File: src/rtl/wb_stage_regfile_if.sv
// MEM/WB write-back bundle: pipeline inputs, decode read ports and retire status.
interface wb_stage_regfile_if #(
    parameter int data_bits = 32
);
    logic                 wb_valid;
    logic                 reg_write;
    logic                 mem_to_reg;
    logic [2:0]           load_funct3;
    logic [1:0]           addr_low;
    logic [data_bits-1:0] alu_result_in;
    logic [data_bits-1:0] data_memory_out_in;
    logic [4:0]           instruction_11_7_in;
    logic [4:0]           rs1_addr;
    logic [4:0]           rs2_addr;
    logic [data_bits-1:0] rs1_data;
    logic [data_bits-1:0] rs2_data;
    logic [data_bits-1:0] wb_data;
    logic                 wb_write_en;
    logic [31:0]          retired_count;

    modport master (
        output wb_valid, reg_write, mem_to_reg, load_funct3, addr_low,
               alu_result_in, data_memory_out_in, instruction_11_7_in,
               rs1_addr, rs2_addr,
        input  rs1_data, rs2_data, wb_data, wb_write_en, retired_count
    );

    modport slave (
        input  wb_valid, reg_write, mem_to_reg, load_funct3, addr_low,
               alu_result_in, data_memory_out_in, instruction_11_7_in,
               rs1_addr, rs2_addr,
        output rs1_data, rs2_data, wb_data, wb_write_en, retired_count
    );
endinterface

File: src/rtl/wb_stage_regfile.sv
// Write-back stage: load formatting, 32x32 register file with write-through read bypass, retire counter.
// Latency: wb_data/read ports combinational, storage updated at the rising edge. No backpressure.
module wb_stage_regfile #(
    parameter int data_bits = 32,
    parameter int reg_count = 32
) (
    input  logic              clk,
    input  logic              n_rst,
    wb_stage_regfile_if.slave bus
);
    logic [data_bits-1:0] r_regs [reg_count];
    logic [31:0]          r_retired_count;

    logic [7:0]           w_byte;
    logic [15:0]          w_half;
    logic [data_bits-1:0] w_load;
    logic [data_bits-1:0] w_wb_data;
    logic                 w_write_en;
    logic [data_bits-1:0] w_rs1_data;
    logic [data_bits-1:0] w_rs2_data;

    // Halves ignore addr_low[0]: a misaligned LH/LHU silently reads the containing half.
    always_comb begin
        w_byte = bus.data_memory_out_in[{bus.addr_low, 3'b000} +: 8];
        w_half = bus.addr_low[1] ? bus.data_memory_out_in[31:16]
                                 : bus.data_memory_out_in[15:0];
        case (bus.load_funct3)
            3'b000:  w_load = {{(data_bits-8){w_byte[7]}}, w_byte};
            3'b001:  w_load = {{(data_bits-16){w_half[15]}}, w_half};
            3'b100:  w_load = {{(data_bits-8){1'b0}}, w_byte};
            3'b101:  w_load = {{(data_bits-16){1'b0}}, w_half};
            default: w_load = bus.data_memory_out_in;
        endcase
    end

    assign w_wb_data  = bus.mem_to_reg ? w_load : bus.alu_result_in;
    assign w_write_en = bus.wb_valid & bus.reg_write & (bus.instruction_11_7_in != 5'd0);

    // Bypass only on a committing write; x0 is hard-wired regardless of rd.
    always_comb begin
        if (bus.rs1_addr == 5'd0)
            w_rs1_data = '0;
        else if (w_write_en && (bus.rs1_addr == bus.instruction_11_7_in))
            w_rs1_data = w_wb_data;
        else
            w_rs1_data = r_regs[bus.rs1_addr];

        if (bus.rs2_addr == 5'd0)
            w_rs2_data = '0;
        else if (w_write_en && (bus.rs2_addr == bus.instruction_11_7_in))
            w_rs2_data = w_wb_data;
        else
            w_rs2_data = r_regs[bus.rs2_addr];
    end

    always_ff @(posedge clk or negedge n_rst) begin
        if (!n_rst) begin
            for (int i = 0; i < reg_count; i++)
                r_regs[i] <= '0;
        end else if (w_write_en) begin
            r_regs[bus.instruction_11_7_in] <= w_wb_data;
        end
    end

    always_ff @(posedge clk or negedge n_rst) begin
        if (!n_rst)
            r_retired_count <= '0;
        else if (bus.wb_valid)
            r_retired_count <= r_retired_count + 32'd1;
    end

    assign bus.rs1_data      = w_rs1_data;
    assign bus.rs2_data      = w_rs2_data;
    assign bus.wb_data       = w_wb_data;
    assign bus.wb_write_en   = w_write_en;
    assign bus.retired_count = r_retired_count;
endmodule

File: src/flat_wrapper.sv
// flat-port wrapper written by rule: the top's interface ports become plain ports
module wb_stage_regfile_flat 
#(
    parameter int data_bits = 32,
    parameter int reg_count = 32
)
  (clk, n_rst, bus_wb_valid, bus_reg_write, bus_mem_to_reg, bus_load_funct3, bus_addr_low, bus_alu_result_in, bus_data_memory_out_in, bus_instruction_11_7_in, bus_rs1_addr, bus_rs2_addr, bus_rs1_data, bus_rs2_data, bus_wb_data, bus_wb_write_en, bus_retired_count);
  wb_stage_regfile_if #(.data_bits(data_bits)) bus_i ();
  input  logic clk;
  input  logic n_rst;
  input wire logic [$bits(bus_i.wb_valid)-1:0] bus_wb_valid;
  input wire logic [$bits(bus_i.reg_write)-1:0] bus_reg_write;
  input wire logic [$bits(bus_i.mem_to_reg)-1:0] bus_mem_to_reg;
  input wire logic [$bits(bus_i.load_funct3)-1:0] bus_load_funct3;
  input wire logic [$bits(bus_i.addr_low)-1:0] bus_addr_low;
  input wire logic [$bits(bus_i.alu_result_in)-1:0] bus_alu_result_in;
  input wire logic [$bits(bus_i.data_memory_out_in)-1:0] bus_data_memory_out_in;
  input wire logic [$bits(bus_i.instruction_11_7_in)-1:0] bus_instruction_11_7_in;
  input wire logic [$bits(bus_i.rs1_addr)-1:0] bus_rs1_addr;
  input wire logic [$bits(bus_i.rs2_addr)-1:0] bus_rs2_addr;
  output wire logic [$bits(bus_i.rs1_data)-1:0] bus_rs1_data;
  output wire logic [$bits(bus_i.rs2_data)-1:0] bus_rs2_data;
  output wire logic [$bits(bus_i.wb_data)-1:0] bus_wb_data;
  output wire logic [$bits(bus_i.wb_write_en)-1:0] bus_wb_write_en;
  output wire logic [$bits(bus_i.retired_count)-1:0] bus_retired_count;
  assign bus_i.wb_valid = bus_wb_valid;
  assign bus_i.reg_write = bus_reg_write;
  assign bus_i.mem_to_reg = bus_mem_to_reg;
  assign bus_i.load_funct3 = bus_load_funct3;
  assign bus_i.addr_low = bus_addr_low;
  assign bus_i.alu_result_in = bus_alu_result_in;
  assign bus_i.data_memory_out_in = bus_data_memory_out_in;
  assign bus_i.instruction_11_7_in = bus_instruction_11_7_in;
  assign bus_i.rs1_addr = bus_rs1_addr;
  assign bus_i.rs2_addr = bus_rs2_addr;
  assign bus_rs1_data = bus_i.rs1_data;
  assign bus_rs2_data = bus_i.rs2_data;
  assign bus_wb_data = bus_i.wb_data;
  assign bus_wb_write_en = bus_i.wb_write_en;
  assign bus_retired_count = bus_i.retired_count;
  wb_stage_regfile #(.data_bits(data_bits), .reg_count(reg_count)) u_core (.clk(clk), .n_rst(n_rst), .bus(bus_i));
endmodule
File: config.mk
export PLATFORM = sky130hd
export DESIGN_NAME = wb_stage_regfile_flat
export DESIGN_NICKNAME = d
export VERILOG_FILES = /design/src/rtl/wb_stage_regfile_if.sv /design/src/rtl/wb_stage_regfile.sv /design/src/flat_wrapper.sv
export SDC_FILE = /design/constraint.sdc
export NUM_CORES = 2
export LEC_CHECK = 0
export ABC_CLOCK_PERIOD_IN_PS = 5100
export CORE_AREA = 8 8 328 330
export CTS_BUF_LIST = sky130_fd_sc_hd__clkbuf_4 sky130_fd_sc_hd__clkbuf_8
export CTS_CLUSTER_DIAMETER = 150
export DETAILED_ROUTE_END_ITERATION = 6
export DIE_AREA = 0 0 336 338
export GPL_TIMING_DRIVEN = 0
export PLACE_DENSITY = 0.77
export SLEW_MARGIN = 20
export SYNTH_ARGS = -nofsm -noshare
export SYNTH_HDL_FRONTEND = slang
export SYNTH_SLANG_ARGS = --single-unit
File: constraint.sdc
create_clock -name clk -period 5.1 [get_ports clk]
set_input_delay 0.51 -clock clk [delete_from_list [all_inputs] [get_ports clk]]
set_output_delay 0.51 -clock clk [all_outputs]
set_load 0.05 [all_outputs]
==> summary.md <==
| Metric | Value |
|---|---|
| Crit. Startpoint | `bus_rs1_addr[3]` |
| Yosys reg bits | `1,056` |
| Mapped Area | `55,890 um2` |
| CTS clock-pin slew for the worst setup and hold paths | `0.07 ns` |
| Setup_tns | `-3.382 ns` |
| Chip Height | `338 um` |
| Top cell type's share of synthesized area | `47.28%` |
| H-tree levels | `4` |
| Synth unique cells | `57` |
| Detail Route Antenna Nets | `0` |
| Synthesized area per cell | `around 10 um2` |
| Buf/Inv on CP | `5` |
| Post-synth ARST share | `between 90% and 100%` |
| Failing checks | `design-rule violations, negative setup slack` |
| VDD IR max | `0.3388 mV` |
| Post-synth top area cell | `dfrtp_1` |
| Syn Nets | `5,497` |
| Dpl hpwl | `200,700 um` |
| CTS Buf Count | `178` |
| RSZ-0062 raised after global routing | `no` |
| Dpl ws | `-1.870 ns` |
| CP Launch Type | `primary input` |
| Slowest CP cell | `a211oi_1` |
| All-Layer GR Usage | `48.73%` |
| Router iterations before antenna repair | `7` |
| Cell leakage power | `28.48 nW` |
| Clk buf depth | `3` |
| Sequential-to-total area share from yosys stat | `a little under half` |
| Via/cell ratio | `7.179` |
| Slew Limit Fails | `0` |
| Instance count of the mapped netlist | `5,407` |
| Worst hold slack | `0.1678 ns` |
| Crit Path Class | `in -> out` |
| Power Density | `380.7 nW/um2` |
| CP endpoint kind | `output port` |
| # Post-CTS Setup Buffers | `0` |
| Reg2Reg Launch Point | `u_core.bus.retired_count[0]$_DFFE_PN0P_` |
| Die area | `113,600 um2` |
| Final min period | `5.368 ns` |
| Fin. Hold Viols | `0` |
| Worst-Margin Slew | `roughly 1.3 ns` |
| # fillers | `8,568` |
| Setup violations, final | `29` |
| Critical Path Fanout Max | `10` |
| Routed WL per cell | `about 38 um` |
| Synth area leaders | `dfrtp_1, mux4_2, mux2i_1` |
| GP Congestion | `~1.1` |
| Hold Crit Class | `in -> async` |
| Number of global-route vias before repair | `50.46k` |
| Core area | `102,600 um2` |
| Post-Route WL | `280,800 um` |
| Area Overhead vs Synth | `14.94%` |
| EDFF count, synth | `0` |
| First-pass GRT wire length | `roughly 390,000 um` |
| Root Buffer | `clkbuf_8` |
| Global route overflow | `0` |
| Critical-path cell list | `clkdlybuf4s50_1, buf_2, buf_4, nand2_2, clkbuf_2, o21ai_1, nor3_1, a211oi_1, dlygate4sd2_1` |
| Layout cells sized above 1 | `between 10% and 20%` |
| Worst-Skew Late Latency | `0.93 ns` |
| Crit path required time | `4.59 ns` |
| I/O Buffers | `207` |
| Crit path depth | `9` |
| First DRT Iteration DRCs | `a little over 9k` |
| # Max-Cap Violations | `0` |
| R2R Setup Slk | `2.74 ns` |
| Initial Util | `54.47%` |
| Final nets | `5,897` |
| Status | `finished with violations` |
| CTS tree | `done` |
| Reg2Reg Depth | `8` |
| Reg-to-Reg End | `u_core.bus.retired_count[24]$_DFFE_PN0P_` |
| Rel. slew slack | `a little over a tenth` |
| Setup WS post-layout | `-0.2676 ns` |
| Via count | `52.70k` |
| CTS Sinks | `approximately 1.1k` |
| DRC | `12` |
| Commonest cells post-synth | `nand2_1, dfrtp_1, o21ai_0` |
| Antenna violations before repair | `23` |
| Slowest cell delay on critical path | `0.68 ns` |
| CP Data Arrival Time | `4.86 ns` |
| Max Clk Rate | `186.3 MHz` |
| Die width | `around 340 um` |
| I/O Pins | `218` |
| Post-synth top flop | `dfrtp_1` |
| YS warnings | `0` |
| Largest net degree at the start of global routing | `156` |
| Setup Skew | `between 0.01 and 0.015 ns` |
| Fin crit share | `105.2%` |
| Core Rows | `roughly 120` |
| Most common cell in the netlist | `nand2_1` |
| Cell family with most CP delay | `buffers and inverters` |
==> power breakdown <==
| part | internal [W] | total (W) | switching (W) |
|---|---|---|---|
| combinational | 0.00196 | 0.00533 | 0.00338 |
| clock | 0.00467 | 0.00848 | 0.00381 |
| sequential | 0.00954 | 0.0106 | 0.00110 |
==> routing by layer <==
| layer | up-vias | GRT usage (%) | wire [um] |
|---|---|---|---|
| li1 | 20287 | - | - |
| met1 | 26219 | 60.37 | 98150 |
| met2 | 5000 | 65.06 | 110400 |
| met3 | 1184 | 28.64 | 51320 |
| met4 | 14 | 29.24 | 20830 |
| met5 | - | 0 | 91 |
==> area by class of cell <==
type | count | area [um2] | area share, %
antenna | 16 | 40.04 | 0.06232
buffer | 558 | 2519 | 3.920
clock buffer | 289 | 3571 | 5.558
clock inverter | 29 | 309.0 | 0.4810
inverter | 45 | 168.9 | 0.2629
multi-input combinational | 3746 | 27180 | 42.31
sequential | 1056 | 26430 | 41.13
tap | 1380 | 1727 | 2.688
timing repair buffer | 222 | 2306 | 3.589
==> cell families after synthesis <==
logic type               Yosys count  share of synthesized area, %
AO/OA/AOI/OAI                   1448                         14.96
XOR/XNOR                          41                        0.6424
adder cells (fa/ha/maj)            1                       0.02238
buffers and inverters            605                         4.645
flip-flops                      1056                         47.28
multiplexers                     819                         21.85
AND/OR/NAND/NOR                 1437                         10.60
==> cell usage in the layout, fill, tap and decap left out, types with 11 or more instances in the layout <==
cell type        instances
nor4_1                  26
o211ai_1                16
buf_2                  124
dlygate4sd2_1           25
xor2_1                  11
clkbuf_1               343
a22o_1                  17
dfrtp_1               1056
clkdlybuf4s50_1        155
nor3_1                  34
clkbuf_8               224
nor2_1                  69
diode_2                 16
a221oi_1                45
o21ai_0                757
mux2_2                  40
buf_4                   38
clkbuf_4                70
o22ai_1                 20
o22ai_2                 17
mux4_2                 317
mux2i_1                461
nand2_1               1121
and3_1                  15
clkinv_2                17
clkbuf_2                45
a22oi_1                 79
a2111oi_0               18
xnor2_1                 30
o21ai_1                308
inv_1                   43
nor2b_1                 53
a21oi_1                 25
and2_1                  22
nand3_1                 55
a211oi_1                79
==> timing repair <==
action,in CTS,in global routing
endpoints found under the setup margin,64,44
pin swaps,0,1
hold buffers,2,0
gates resized for setup,130,69
hold endpoints to repair,114,0
==> state kept, by name, indices dropped and copies added (netlist names) <==
name / cells
u_core.bus.retired_count: 32
u_core.r_regs: 1024
==> how the worst max path moves through the flow <==
stage,end,slack (ns)
final,bus_rs1_data[11],-0.27
after global routing,bus_rs2_data[4],0.0007
after CTS,bus_rs2_data[15],-0.002
after detailed placement,bus_rs1_data[15],-1.87
after global placement,u_core.r_regs[185]$_DFFE_PN0P_,-44.37
after floorplan,bus_rs1_data[13],0.80
==> per-stage QoR <==
step / area (um2) / utilization [%] / total power [W] / instances
after floorplan: 55890 / - / 0.01349 / 5407
after global placement: 59690 / 58.17 / 0.01559 / 6994
after detailed placement: 60050 / 58.52 / 0.01574 / 7007
after CTS: 64140 / 62.51 / 0.02399 / 7325
after global routing: 64220 / 62.59 / 0.02502 / 7330
final: 64250 / 62.61 / 0.02446 / 7341
No activity file was read; power rests on OpenSTA's default activity.
